## src/rtl/verilog_bus_driver_if.sv

```systemverilog
`default_nettype none
// ============================================================================
// Module  : verilog_bus_driver_if
// Brief   : Upstream handshake and parallel-bus bundle for verilog_bus_driver.
//           Optional bus_parity present when VERILOG_BUS_DRIVER_PARITY_EN is defined.
// Rev     : 1.0 - initial release
// ============================================================================
interface verilog_bus_driver_if #(
  parameter int WIDTH = 4,
  parameter int DEPTH = 4
);
  logic                         in_valid;
  logic                         in_ready;
  logic [WIDTH-1:0]             in_data;
  logic                         hold;
  logic [WIDTH-1:0]             bus_data;
  logic                         bus_enable;
  logic [$clog2(DEPTH+1)-1:0]   level;
`ifdef VERILOG_BUS_DRIVER_PARITY_EN
  logic                         bus_parity;

  modport master (
    output in_valid, in_data, hold,
    input  in_ready, bus_data, bus_enable, level, bus_parity
  );
  modport slave (
    input  in_valid, in_data, hold,
    output in_ready, bus_data, bus_enable, level, bus_parity
  );
`else
  modport master (
    output in_valid, in_data, hold,
    input  in_ready, bus_data, bus_enable, level
  );
  modport slave (
    input  in_valid, in_data, hold,
    output in_ready, bus_data, bus_enable, level
  );
`endif
endinterface
`default_nettype wire

```

## src/rtl/verilog_bus_driver.sv

```systemverilog
`default_nettype none
// ============================================================================
// Module  : verilog_bus_driver
// Brief   : FIFO-buffered word driver emitting one strobed word per slot with a
//           programmable idle gap. Optional macro: VERILOG_BUS_DRIVER_PARITY_EN.
// Rev     : 1.0 - initial release
// ============================================================================
module verilog_bus_driver #(
  parameter int WIDTH = 4,
  parameter int DEPTH = 4,
  parameter int GAP   = 0
) (
  input  wire logic           clk,
  input  wire logic           rst,
  verilog_bus_driver_if.slave bus
);
  localparam int AW = $clog2(DEPTH);
  localparam int LW = $clog2(DEPTH+1);
  localparam int GW = 4;

  logic [WIDTH-1:0] r_mem [DEPTH];
  logic [AW-1:0]    r_wr_ptr;
  logic [AW-1:0]    r_rd_ptr;
  logic [LW-1:0]    r_level;
  logic [GW-1:0]    r_gap_cnt;
  logic [WIDTH-1:0] r_bus_data;
  logic             r_bus_enable;
  logic             w_ready;
  logic             w_push;
  logic             w_pop;

  // Ready comes only from the registered level: a full FIFO refuses a push even
  // when the same edge pops.
  assign w_ready = (r_level < LW'(DEPTH));
  assign w_push  = bus.in_valid && w_ready;
  assign w_pop   = (r_level != '0) && (r_gap_cnt == '0) && !bus.hold;

  assign bus.in_ready   = w_ready;
  assign bus.bus_data   = r_bus_data;
  assign bus.bus_enable = r_bus_enable;
  assign bus.level      = r_level;

  always_ff @(posedge clk) begin
    if (w_push) begin
      r_mem[r_wr_ptr] <= bus.in_data;
    end
  end

  always_ff @(posedge clk or posedge rst) begin
    if (rst) begin
      r_wr_ptr     <= '0;
      r_rd_ptr     <= '0;
      r_level      <= '0;
      r_gap_cnt    <= '0;
      r_bus_data   <= '0;
      r_bus_enable <= 1'b0;
    end else begin
      if (w_push) begin
        r_wr_ptr <= r_wr_ptr + AW'(1);
      end
      unique case ({w_push, w_pop})
        2'b10:   r_level <= r_level + LW'(1);
        2'b01:   r_level <= r_level - LW'(1);
        default: r_level <= r_level;
      endcase
      if (w_pop) begin
        r_bus_data   <= r_mem[r_rd_ptr];
        r_bus_enable <= 1'b1;
        r_rd_ptr     <= r_rd_ptr + AW'(1);
        r_gap_cnt    <= GW'(GAP);
      end else begin
        r_bus_enable <= 1'b0;
        if (r_gap_cnt != '0) begin
          r_gap_cnt <= r_gap_cnt - GW'(1);
        end
      end
    end
  end

`ifdef VERILOG_BUS_DRIVER_PARITY_EN
  logic r_bus_parity;

  always_ff @(posedge clk or posedge rst) begin
    if (rst) begin
      r_bus_parity <= 1'b0;
    end else if (w_pop) begin
      r_bus_parity <= ^r_mem[r_rd_ptr];
    end
  end

  assign bus.bus_parity = r_bus_parity;
`endif

endmodule
`default_nettype wire

```

## src/flat_wrapper.sv

```systemverilog
// flat-port wrapper written by rule: the top's interface ports become plain ports
module verilog_bus_driver_flat 
#(
  parameter int WIDTH = 4,
  parameter int DEPTH = 4,
  parameter int GAP   = 0
)
  (clk, rst, bus_in_valid, bus_in_data, bus_hold, bus_in_ready, bus_bus_data, bus_bus_enable, bus_level);
  verilog_bus_driver_if #(.WIDTH(WIDTH), .DEPTH(DEPTH)) bus_i ();
  input  wire logic clk;
  input  wire logic rst;
  input wire logic [$bits(bus_i.in_valid)-1:0] bus_in_valid;
  input wire logic [$bits(bus_i.in_data)-1:0] bus_in_data;
  input wire logic [$bits(bus_i.hold)-1:0] bus_hold;
  output wire logic [$bits(bus_i.in_ready)-1:0] bus_in_ready;
  output wire logic [$bits(bus_i.bus_data)-1:0] bus_bus_data;
  output wire logic [$bits(bus_i.bus_enable)-1:0] bus_bus_enable;
  output wire logic [$bits(bus_i.level)-1:0] bus_level;
  assign bus_i.in_valid = bus_in_valid;
  assign bus_i.in_data = bus_in_data;
  assign bus_i.hold = bus_hold;
  assign bus_in_ready = bus_i.in_ready;
  assign bus_bus_data = bus_i.bus_data;
  assign bus_bus_enable = bus_i.bus_enable;
  assign bus_level = bus_i.level;
  verilog_bus_driver #(.WIDTH(WIDTH), .DEPTH(DEPTH), .GAP(GAP)) u_core (.clk(clk), .rst(rst), .bus(bus_i));
endmodule
```

## config.mk

```make
export PLATFORM = sky130hd
export DESIGN_NAME = verilog_bus_driver_flat
export DESIGN_NICKNAME = d
export VERILOG_FILES = /design/src/rtl/verilog_bus_driver_if.sv /design/src/rtl/verilog_bus_driver.sv /design/src/flat_wrapper.sv
export SDC_FILE = /design/constraint.sdc
export NUM_CORES = 1
export LEC_CHECK = 0
export BUFFER_PORTS_ARGS = -buffer_cell sky130_fd_sc_hd__buf_2
export CORE_ASPECT_RATIO = 1.25
export CORE_MARGIN = 2
export CORE_UTILIZATION = 35
export DETAILED_ROUTE_END_ITERATION = 6
export MAX_ROUTING_LAYER = met4
export PLACE_DENSITY_LB_ADDON = 0.1
export SYNTH_ARGS = -nofsm -noshare
export SYNTH_HDL_FRONTEND = slang
export SYNTH_SLANG_ARGS = --single-unit
```

## constraint.sdc

```tcl
create_clock -name clk -period 2.45 [get_ports clk]
set_input_delay 0.1225 -clock clk [delete_from_list [all_inputs] [get_ports clk]]
set_output_delay 0.1225 -clock clk [all_outputs]
set_load 0.02 [all_outputs]
```

==> results of run 1 <==
flip-flops by register name, summed over array words and instances, names as in the netlist:
| register | flops |
|---|---|
| u_core.bus.level | 3 |
| u_core.r_rd_ptr | 2 |
| u_core.r_gap_cnt | 4 |
| u_core.r_mem | 16 |
| u_core.bus.bus_enable | 1 |
| u_core.bus.bus_data | 4 |
| u_core.r_wr_ptr | 2 |
cell families after synthesis:
kind of cell | Yosys count | synth area share, %
XOR/XNOR | 6 | 3.82
AND/OR/NAND/NOR | 14 | 8.01
multiplexers | 9 | 10.6
flip-flops | 32 | 64.1
adder cells (fa/ha/maj) | 7 | 6.92
buffers and inverters | 13 | 3.55
AO/OA/AOI/OAI | 7 | 3.09
cell type report:
| class | instances | area (sq um) |
|---|---|---|
| clock buffer | 6 | 82.6 |
| clock inverter | 2 | 10.0 |
| fill | 354 | 2140 |
| inverter | 11 | 41.3 |
| multi-input combinational | 43 | 445 |
| sequential | 32 | 881 |
| tap | 54 | 67.6 |
| timing repair buffer | 21 | 120 |
layer usage:
metal / share of wire [%] / routed length [um]
met3: 4.0 / 82
met2: 49 / 1000
met4: 2.8 / 57
met1: 44 / 905
met5: 0 / 0
stage by stage:
step | std cells | setup WS (ns) | utilization [%]
6_report | 169 | 0.233 | 43.5
3_3_place_gp | 160 | 0.303 | 40.8
5_1_grt | 169 | 0.0848 | 43.5
4_1_cts | 169 | 0.206 | 43.5
2_1_floorplan | 88 | 0.160 | -
3_5_place_dp | 160 | 0.236 | 40.8
how the worst max path moves through the flow:
stage / start / endpoint / cells past startpoint
3_5_place_dp: u_core.r_gap_cnt[0]$_DFFE_PP0P_ / u_core.bus.level[2]$_DFFE_PP0P_ / 10
3_3_place_gp: u_core.r_gap_cnt[0]$_DFFE_PP0P_ / u_core.bus.level[2]$_DFFE_PP0P_ / 10
6_report: u_core.r_gap_cnt[0]$_DFFE_PP0P_ / u_core.bus.level[2]$_DFFE_PP0P_ / 10
4_1_cts: u_core.r_gap_cnt[0]$_DFFE_PP0P_ / u_core.bus.level[2]$_DFFE_PP0P_ / 10
2_1_floorplan: u_core.r_gap_cnt[0]$_DFFE_PP0P_ / u_core.bus.level[2]$_DFFE_PP0P_ / 10
5_1_grt: u_core.r_gap_cnt[0]$_DFFE_PP0P_ / u_core.bus.level[2]$_DFFE_PP0P_ / 10
timing repair:
action | CTS | global route
endpoints found under the hold margin | 16 | 0
hold buffers | 1 | 0
setup endpoints to repair | 0 | 0
report_power, final:
group | leakage, nW | internal (W) | total [W] | switching [W]
logic | 0.308 | 0.000289 | 0.000589 | 0.000300
registers | 0.342 | 0.000708 | 0.000812 | 0.000104
clock network | 0.0510 | 0.000224 | 0.000407 | 0.000184
total | 0.701 | 0.00122 | 0.00181 | 0.000588
cell usage after synthesis, types with 2 or more instances:
library cell / count / area share (%)
dfrtp_1: 16 / 29
edfxtp_1: 16 / 35
inv_1: 11 / 3.0
ha_1: 6 / 5.5
and2_1: 4 / 1.8
mux2_2: 4 / 3.3
mux4_2: 4 / 6.6
o21ai_0: 4 / 1.5
xnor2_1: 3 / 1.9
xor2_1: 3 / 1.9
clkbuf_1: 2 / 0.55
nor3_1: 2 / 0.73
nor3b_4: 2 / 2.7
o211ai_1: 2 / 1.1
==> flow_summary.toml, run 1 <==
[place]
port_buffers = 16
dp_hpwl_um = 1520
placed_area_sq_um = 1550
gp_congestion = 0.745

[setup_path]
crit_required_ns = 2.66
crit_chain = "inv_1, ha_1, nor3b_4, nor3b_4, ha_1, inv_1, fa_1, xor2_1, nor2_1, xnor2_1"
critPathTopFamily = "adder cells"
crit_path_start_kind = "flip-flop"
cpPeakStageDelay_ns = 0.40
cp_num_buf_inv = 2
cp_slowest_cell = "dfrtp_1"
crit_arrival_ns = 2.42
critPathKind = "flip-flop to flip-flop"
reg2reg_slack_ns = 0.23
r2r-end = "u_core.bus.level[2]$_DFFE_PP0P_"
crit_path_end_kind = "flip-flop"
crit_fanout = 4
r2r_start = "u_core.r_gap_cnt[0]$_DFFE_PP0P_"
reg2reg_depth = 10

[layout]
final_area_sq_um = 1650
layout-drive-gt1-share_pct = 33.9
area_growth_pct = 19.8
nets = 129
most-common-layout-cells = "buf_2 (16), dfrtp_1 (16), edfxtp_1 (16), inv_1 (11)"
diodes = 0

[floorplanning]
fp.dieW_um = 60.1
die_y_um = 74.1
initial_core_util_pct = 36.3
io_pins = 17
core-area_sq_um = 3780
rows = 25
die_area_sq_um = 4450

[sta]
worst_slew_pin_slew_ns = 0.627
slew_violations = 0
finClkSkew_ns = 0.00642
setup_viol = 0
period_share_pct = 90.5
finalCriticalPeriod_ns = 2.22
max_slew_margin_pct = 58.2
grt_setup_unrepaired = "no"
fmax_mhz = 451
hold_viol_final = 0
tns_ns = 0
hold-worst-slack_ns = 0.0566

[logic_synthesis]
synth_seq_cells = 32
syn_area_per_cell_sq_um = 15.6
synth_cell_type_count = 23
async_flop_share_pct = 50.0
synth.cell_area_sq_um = 1380
syn_nets = 103
ys.flop_type = "edfxtp_1"
ys_seq_area_share_pct = 64.1
synth_edf_count = 16
netlist_instances = 88
yosys_warnings = 0

[run_status]
status = "complete, no violations"

[clock_network]
cts_setup_buffers = 0
cts_resized = 0
ctsHtreeMaxLevel = 2
path_clk_slew_ns = 0.07
cts_tree = "built"
cts_sinks = 32
cts_buffer_depth = 2
clkLatencyLatePin_ns = 0.28
cts_made_buffers = 5
cts_root_buf = "clkbuf_8"

[global_route]
overflow = 0
grt_usage_pct = 11.7
grt_busiest_layer = "met2"
use_met3_pct = 3.13
antenna_found_initial = 0
grt_max_degree = 17
grt_pass1_vias = 767
use_met1_pct = 13.6
grt_pass1_wl_um = 3500
grt_util_met2_pct = 17.3

[hold_path]
hold_class = "primary input to flip-flop"
hold_path.startpoint = "bus_in_data[1]"
hold_path_end = "u_core.r_mem[0][1]$_DFFE_PP_"
whs_path_depth = 1

[routing]
wl_per_cell_um = 12.1
drc = 0
first_pass_iters = 4
viasPerCell = 4.38
ant_nets = 0
drt_first_iter_violations = 5
wirelength_um = 2050
vias = 740

[power_and_ir_drop]
p_leak_nw = 0.701
vdd_drop_max_mv = 0.425
totalPowerFinal_w = 0.00181
power.density_nw_per_um2 = 1100

[job]
cap_viol_max_count = 0
No activity file was read; power rests on OpenSTA's default activity.
==> inputs of run 2 (changes only) <==
--- a/config.mk
+++ b/config.mk
@@ -11,7 +11,7 @@
 export CORE_UTILIZATION = 35
 export DETAILED_ROUTE_END_ITERATION = 6
 export MAX_ROUTING_LAYER = met4
-export PLACE_DENSITY_LB_ADDON = 0.1
+export PLACE_DENSITY = 0.62
 export SYNTH_ARGS = -nofsm -noshare
 export SYNTH_HDL_FRONTEND = slang
 export SYNTH_SLANG_ARGS = --single-unit
==> flow_summary.toml, run 2 (synthesis results as in run 1) <==
[sta]
finClkSkew_ns = 0.00341
worst_slew_pin_slew_ns = 0.619
fmax_mhz = 434
max_slew_margin_pct = 58.7
hold_viol_final = 0
period_share_pct = 94.0
grt_setup_unrepaired = "no"
slew_violations = 0
setup_viol = 0
finalCriticalPeriod_ns = 2.30
tns_ns = 0

[clock_network]
cts_tree = "built"
path_clk_slew_ns = 0.06
clkLatencyLatePin_ns = 0.28
cts_buffer_depth = 2
cts_resized = 0
ctsHtreeMaxLevel = 2
cts_root_buf = "clkbuf_8"
cts_made_buffers = 5
cts_sinks = 32

[global_route]
grt_util_met2_pct = 19.6
grt_usage_pct = 12.1
use_met3_pct = 5.74
grt_max_degree = 17
overflow = 0
grt_pass1_vias = 797
antenna_found_initial = 0
use_met1_pct = 12.1
grt_pass1_wl_um = 3640
grt_busiest_layer = "met2"

[layout]
most-common-layout-cells = "buf_2 (16), dfrtp_1 (16), edfxtp_1 (16), inv_1 (11)"
largest_reg_flops = 16
final_area_sq_um = 1640
layout-drive-gt1-share_pct = 31.6
nets = 128
top_register = "u_core.r_mem"
area_growth_pct = 19.1
diodes = 0

[setup_path]
cp_slowest_cell = "dfrtp_1"
crit_path_start_kind = "flip-flop"
crit_required_ns = 2.64
cpPeakStageDelay_ns = 0.40
reg2reg_depth = 10
crit_path_end_kind = "flip-flop"
crit_chain = "inv_1, ha_1, nor3b_4, nor3b_4, ha_1, inv_1, fa_1, xor2_1, nor2_1, xnor2_1"
crit_arrival_ns = 2.50
crit_fanout = 4
critPathKind = "flip-flop to flip-flop"

[place]
port_buffers = 16
placed_area_sq_um = 1530
dp_hpwl_um = 1600
gp_congestion = 0.713

[floorplanning]
fp.dieW_um = 60.1
die_area_sq_um = 4450
io_pins = 17
die_y_um = 74.1
initial_core_util_pct = 36.3
rows = 25
core-area_sq_um = 3780

[routing]
drt_first_iter_violations = 12
ant_nets = 0
wirelength_um = 2120
vias = 758
wl_per_cell_um = 12.6
viasPerCell = 4.51
drc = 0
first_pass_iters = 4

[hold_path]
hold_class = "primary input to flip-flop"
whs_path_depth = 1

[power_and_ir_drop]
p_leak_nw = 0.690
vdd_drop_max_mv = 0.401
clkPwrFrac_pct = 22.2
switching_share_pct = 32.8
netSwitchingPower_w = 0.000599
totalPowerFinal_w = 0.00182
p_comb_share_pct = 33.4
seqPwrFrac_pct = 44.4
power.density_nw_per_um2 = 1110
p_int_w = 0.00122

[job]
cap_viol_max_count = 0

[run_status]
status = "complete, no violations"
[run 2: cell count changes in the layout (fill, tap and decap cells not counted), sizes merged]
| cell | previous run | this run |
|---|---|---|
| buf | 20 | 19 |
| clkinv | 2 | 0 |
| clkbuf | 6 | 8 |
[run 2: what timing repair did]
item                                   4_1_cts  5_1_grt
hold buffers                                 1        0
setup endpoints to repair                    0        1
endpoints found under the hold margin       16        0
buffers inserted                             0        1
[run 2: worst paths after layout]
| check | startpoint | endpoint | slack, ns |
|---|---|---|---|
| max reg2reg | u_core.r_gap_cnt[0]$_DFFE_PP0P_ | u_core.bus.level[2]$_DFFE_PP0P_ | 0.15 |
| min | bus_in_data[1] | u_core.r_mem[3][1]$_DFFE_PP_ | 0.05 |
| min in group asynchronous | rst | u_core.r_gap_cnt[1]$_DFFE_PP0P_ | 0.48 |
| max in group asynchronous | rst | u_core.r_wr_ptr[1]$_DFFE_PP0P_ | 1.57 |
| min reg2reg | u_core.bus.bus_data[2]$_DFFE_PP0P_ | u_core.bus.bus_data[2]$_DFFE_PP0P_ | 0.50 |
| max | u_core.r_gap_cnt[0]$_DFFE_PP0P_ | u_core.bus.level[2]$_DFFE_PP0P_ | 0.15 |
[run 2: cell type report]
cell class	instances	area, sq um
fill	350	2150
multi-input combinational	43	445
tap	54	67.6
timing repair buffer	20	113
clock buffer	8	90.1
inverter	11	41.3
sequential	32	881
[run 2: per-stage QoR]
step	setup WS [ns]	util (%)	cells	hold slack [ns]
6_report	0.148	43.3	168	0.0546
5_1_grt	0.00563	43.3	168	0.0554
4_1_cts	0.0772	43.1	167	0.0473
3_5_place_dp	0.105	40.4	158	0.231
3_3_place_gp	0.235	40.4	158	0.226
2_1_floorplan	0.160	-	88	0.0362
[run 2: power groups by stage]
stage	sequential (W)	clock [W]	combinational, W
2_1_floorplan	0.000865	0	0.000383
3_3_place_gp	0.000821	0	0.000586
3_5_place_dp	0.000828	0	0.000615
4_1_cts	0.000818	0.000418	0.000620
5_1_grt	0.000838	0.000443	0.000675
6_report	0.000810	0.000404	0.000609
[run 2: worst max-delay path, delay by kind of cell (launching register included)]
family	cells	cell delay, ns
xor gates and xnor gates	2	0.29
adders and majority gates	3	0.79
buffers and inverters	2	0.13
DFF	1	0.40
and+or+nand+nor	3	0.59
[run 2: metal layers]
| metal | part of all wire [%] | vias to the layer above | routed length (um) |
|---|---|---|---|
| met5 | 0 | - | 0 |
| met4 | 2.7 | 0 | 58 |
| met3 | 4.4 | 6 | 94 |
| met2 | 55 | 24 | 1160 |
| met1 | 38 | 369 | 809 |
| li1 | - | 359 | - |
==> inputs of run 3 (changes only) <==
--- a/config.mk
+++ b/config.mk
@@ -6,12 +6,14 @@
 export NUM_CORES = 1
 export LEC_CHECK = 0
 export BUFFER_PORTS_ARGS = -buffer_cell sky130_fd_sc_hd__buf_2
+export CELL_PAD_IN_SITES_DETAIL_PLACEMENT = 2
+export CELL_PAD_IN_SITES_GLOBAL_PLACEMENT = 2
 export CORE_ASPECT_RATIO = 1.25
 export CORE_MARGIN = 2
-export CORE_UTILIZATION = 35
+export CORE_UTILIZATION = 40
 export DETAILED_ROUTE_END_ITERATION = 6
 export MAX_ROUTING_LAYER = met4
-export PLACE_DENSITY = 0.62
+export PLACE_DENSITY = 0.85
 export SYNTH_ARGS = -nofsm -noshare
 export SYNTH_HDL_FRONTEND = slang
 export SYNTH_SLANG_ARGS = --single-unit
==> constraint.sdc (replaced) <==
create_clock -name clk -period 2.45 [get_ports clk]
set_input_delay 0.245 -clock clk [delete_from_list [all_inputs] [get_ports clk]]
set_output_delay 0.245 -clock clk [all_outputs]
set_load 0.02 [all_outputs]
==> flow_summary.toml, run 3 (synthesis results as in run 1) <==
[run_status]
status = "complete, no violations"

[routing]
ant_nets = 0
drc = 0
drt_first_iter_violations = 15
wl_per_cell_um = 19.0
vias = 797
first_pass_iters = 4
viasPerCell = 5.28
wirelength_um = 2870

[power_and_ir_drop]
p_comb_share_pct = 34.5
netSwitchingPower_w = 0.000637
totalPowerFinal_w = 0.00183
power.density_nw_per_um2 = 1130
p_leak_nw = 0.686
clkPwrFrac_pct = 20.6
p_int_w = 0.00120
switching_share_pct = 34.8
vdd_drop_max_mv = 0.603
seqPwrFrac_pct = 44.8

[place]
dp_hpwl_um = 2160
gp_congestion = 0.771
port_buffers = 16

[clock_network]
cts_sinks = 32
cts_tree = "built"
ctsHtreeMaxLevel = 2
cts_root_buf = "clkbuf_8"
cts_made_buffers = 5
cts_buffer_depth = 2
clkLatencyLatePin_ns = 0.28
path_clk_slew_ns = 0.06

[floorplanning]
rows = 23
die_area_sq_um = 3930
core-area_sq_um = 3250
initial_core_util_pct = 42.3
io_pins = 17
die_y_um = 69.6
fp.dieW_um = 56.4

[layout]
top_register = "u_core.r_mem"
largest_reg_flops = 16
area_growth_pct = 17.7
nFillCells = 324
diodes = 0
layout-drive-gt1-share_pct = 35.1
most-common-layout-cells = "buf_2 (16), dfrtp_1 (16), edfxtp_1 (16), inv_1 (9), clkbuf_8 (5)"
nets = 128

[sta]
hold_viol_final = 0
tns_ns = 0
worst_slew_pin_slew_ns = 0.646
finalCriticalPeriod_ns = 2.27
period_share_pct = 92.7
slew_violations = 0
finClkSkew_ns = 0.00555
fmax_mhz = 440
max_slew_margin_pct = 56.6
setup_viol = 0

[global_route]
grt_usage_pct = 17.7
grt_pass1_wl_um = 4820
grt_busiest_layer = "met2"
overflow = 0
use_met1_pct = 18.2
grt_util_met2_pct = 28.3
grt_max_degree = 17
grt_pass1_vias = 924
use_met3_pct = 6.16
antenna_found_initial = 0

[setup_path]
r2r-end = "u_core.bus.level[2]$_DFFE_PP0P_"
reg2reg_slack_ns = 0.18
worstSetupStartpoint = "u_core.r_gap_cnt[0]$_DFFE_PP0P_"
reg2reg_depth = 10
crit_path_start_kind = "flip-flop"
crit_path_end_kind = "flip-flop"
crit_required_ns = 2.65
r2r_start = "u_core.r_gap_cnt[0]$_DFFE_PP0P_"
crit_arrival_ns = 2.47
crit_fanout = 4
critPathKind = "flip-flop to flip-flop"

[job]
cap_viol_max_count = 0

[hold_path]
hold_class = "primary input to async pin"
run 3: worst max-delay path, cell delays in order (launching register included):
cell and delay [ns]:
dfrtp_1 0.43, inv_2 0.10, ha_4 0.15, nor3b_4 0.21, nor3b_4 0.24, ha_2 0.22, inv_1 0.06, fa_1 0.37
xor2_1 0.15, nor2_1 0.13, xnor2_1 0.13
run 3: cell type report:
type / count / area [sq um] / share of cell area [%]
Clock buffer: 6 / 72.6 / 4.48
Clock inverter: 2 / 7.51 / 0.464
Inverter: 11 / 41.3 / 2.55
Multi-Input combinational cell: 43 / 460 / 28.4
Sequential cell: 32 / 881 / 54.4
Tap cell: 37 / 46.3 / 2.86
Timing Repair Buffer: 20 / 110 / 6.80
run 3: how the worst max path moves through the flow:
stage                                                  to  slack (ns)  depth (start not counted)
after floorplan           u_core.bus.level[2]$_DFFE_PP0P_        0.16                         10
after global placement    u_core.bus.level[2]$_DFFE_PP0P_        0.23                         10
after detailed placement  u_core.bus.level[2]$_DFFE_PP0P_        0.04                         10
after CTS                 u_core.bus.level[2]$_DFFE_PP0P_        0.11                         10
after global routing      u_core.bus.level[2]$_DFFE_PP0P_       -0.01                         10
final                     u_core.bus.level[2]$_DFFE_PP0P_        0.18                         10
run 3: per-stage QoR:
| stage | setup slack [ns] | cells | hold slack, ns | util [%] | cell area, sq um |
|---|---|---|---|---|---|
| global placement | 0.228 | 141 | 0.356 | 46.4 | 1510 |
| detailed placement | 0.0405 | 141 | 0.371 | 46.4 | 1510 |
| floorplan | 0.160 | 88 | 0.159 | - | 1380 |
| finish | 0.179 | 151 | 0.0288 | 49.8 | 1620 |
| global route | -0.0138 | 151 | 0.0835 | 49.8 | 1620 |
| CTS | 0.113 | 150 | 0.0585 | 49.1 | 1600 |
run 3: per-layer routing:
metal	share of wire (%)	wire, um
met2	55	1580
met5	0	0
met4	4.3	124
met1	36	1040
met3	4.3	124
run 3: power by group through the flow:
stage	logic (W)	registers (W)	clock network (W)
after floorplan	0.000383	0.000865	0
after global placement	0.000582	0.000820	0
after detailed placement	0.000633	0.000834	0
after CTS	0.000638	0.000823	0.000396
after global routing	0.000696	0.000843	0.000424
final	0.000633	0.000821	0.000378
run 3: repair_timing:
item	in CTS	in global routing
pin swaps	0	2
buffers inserted	1	1
endpoints found under the hold margin	0	0
hold buffers	0	0
resized for setup	0	5
endpoints found under the setup margin	1	1
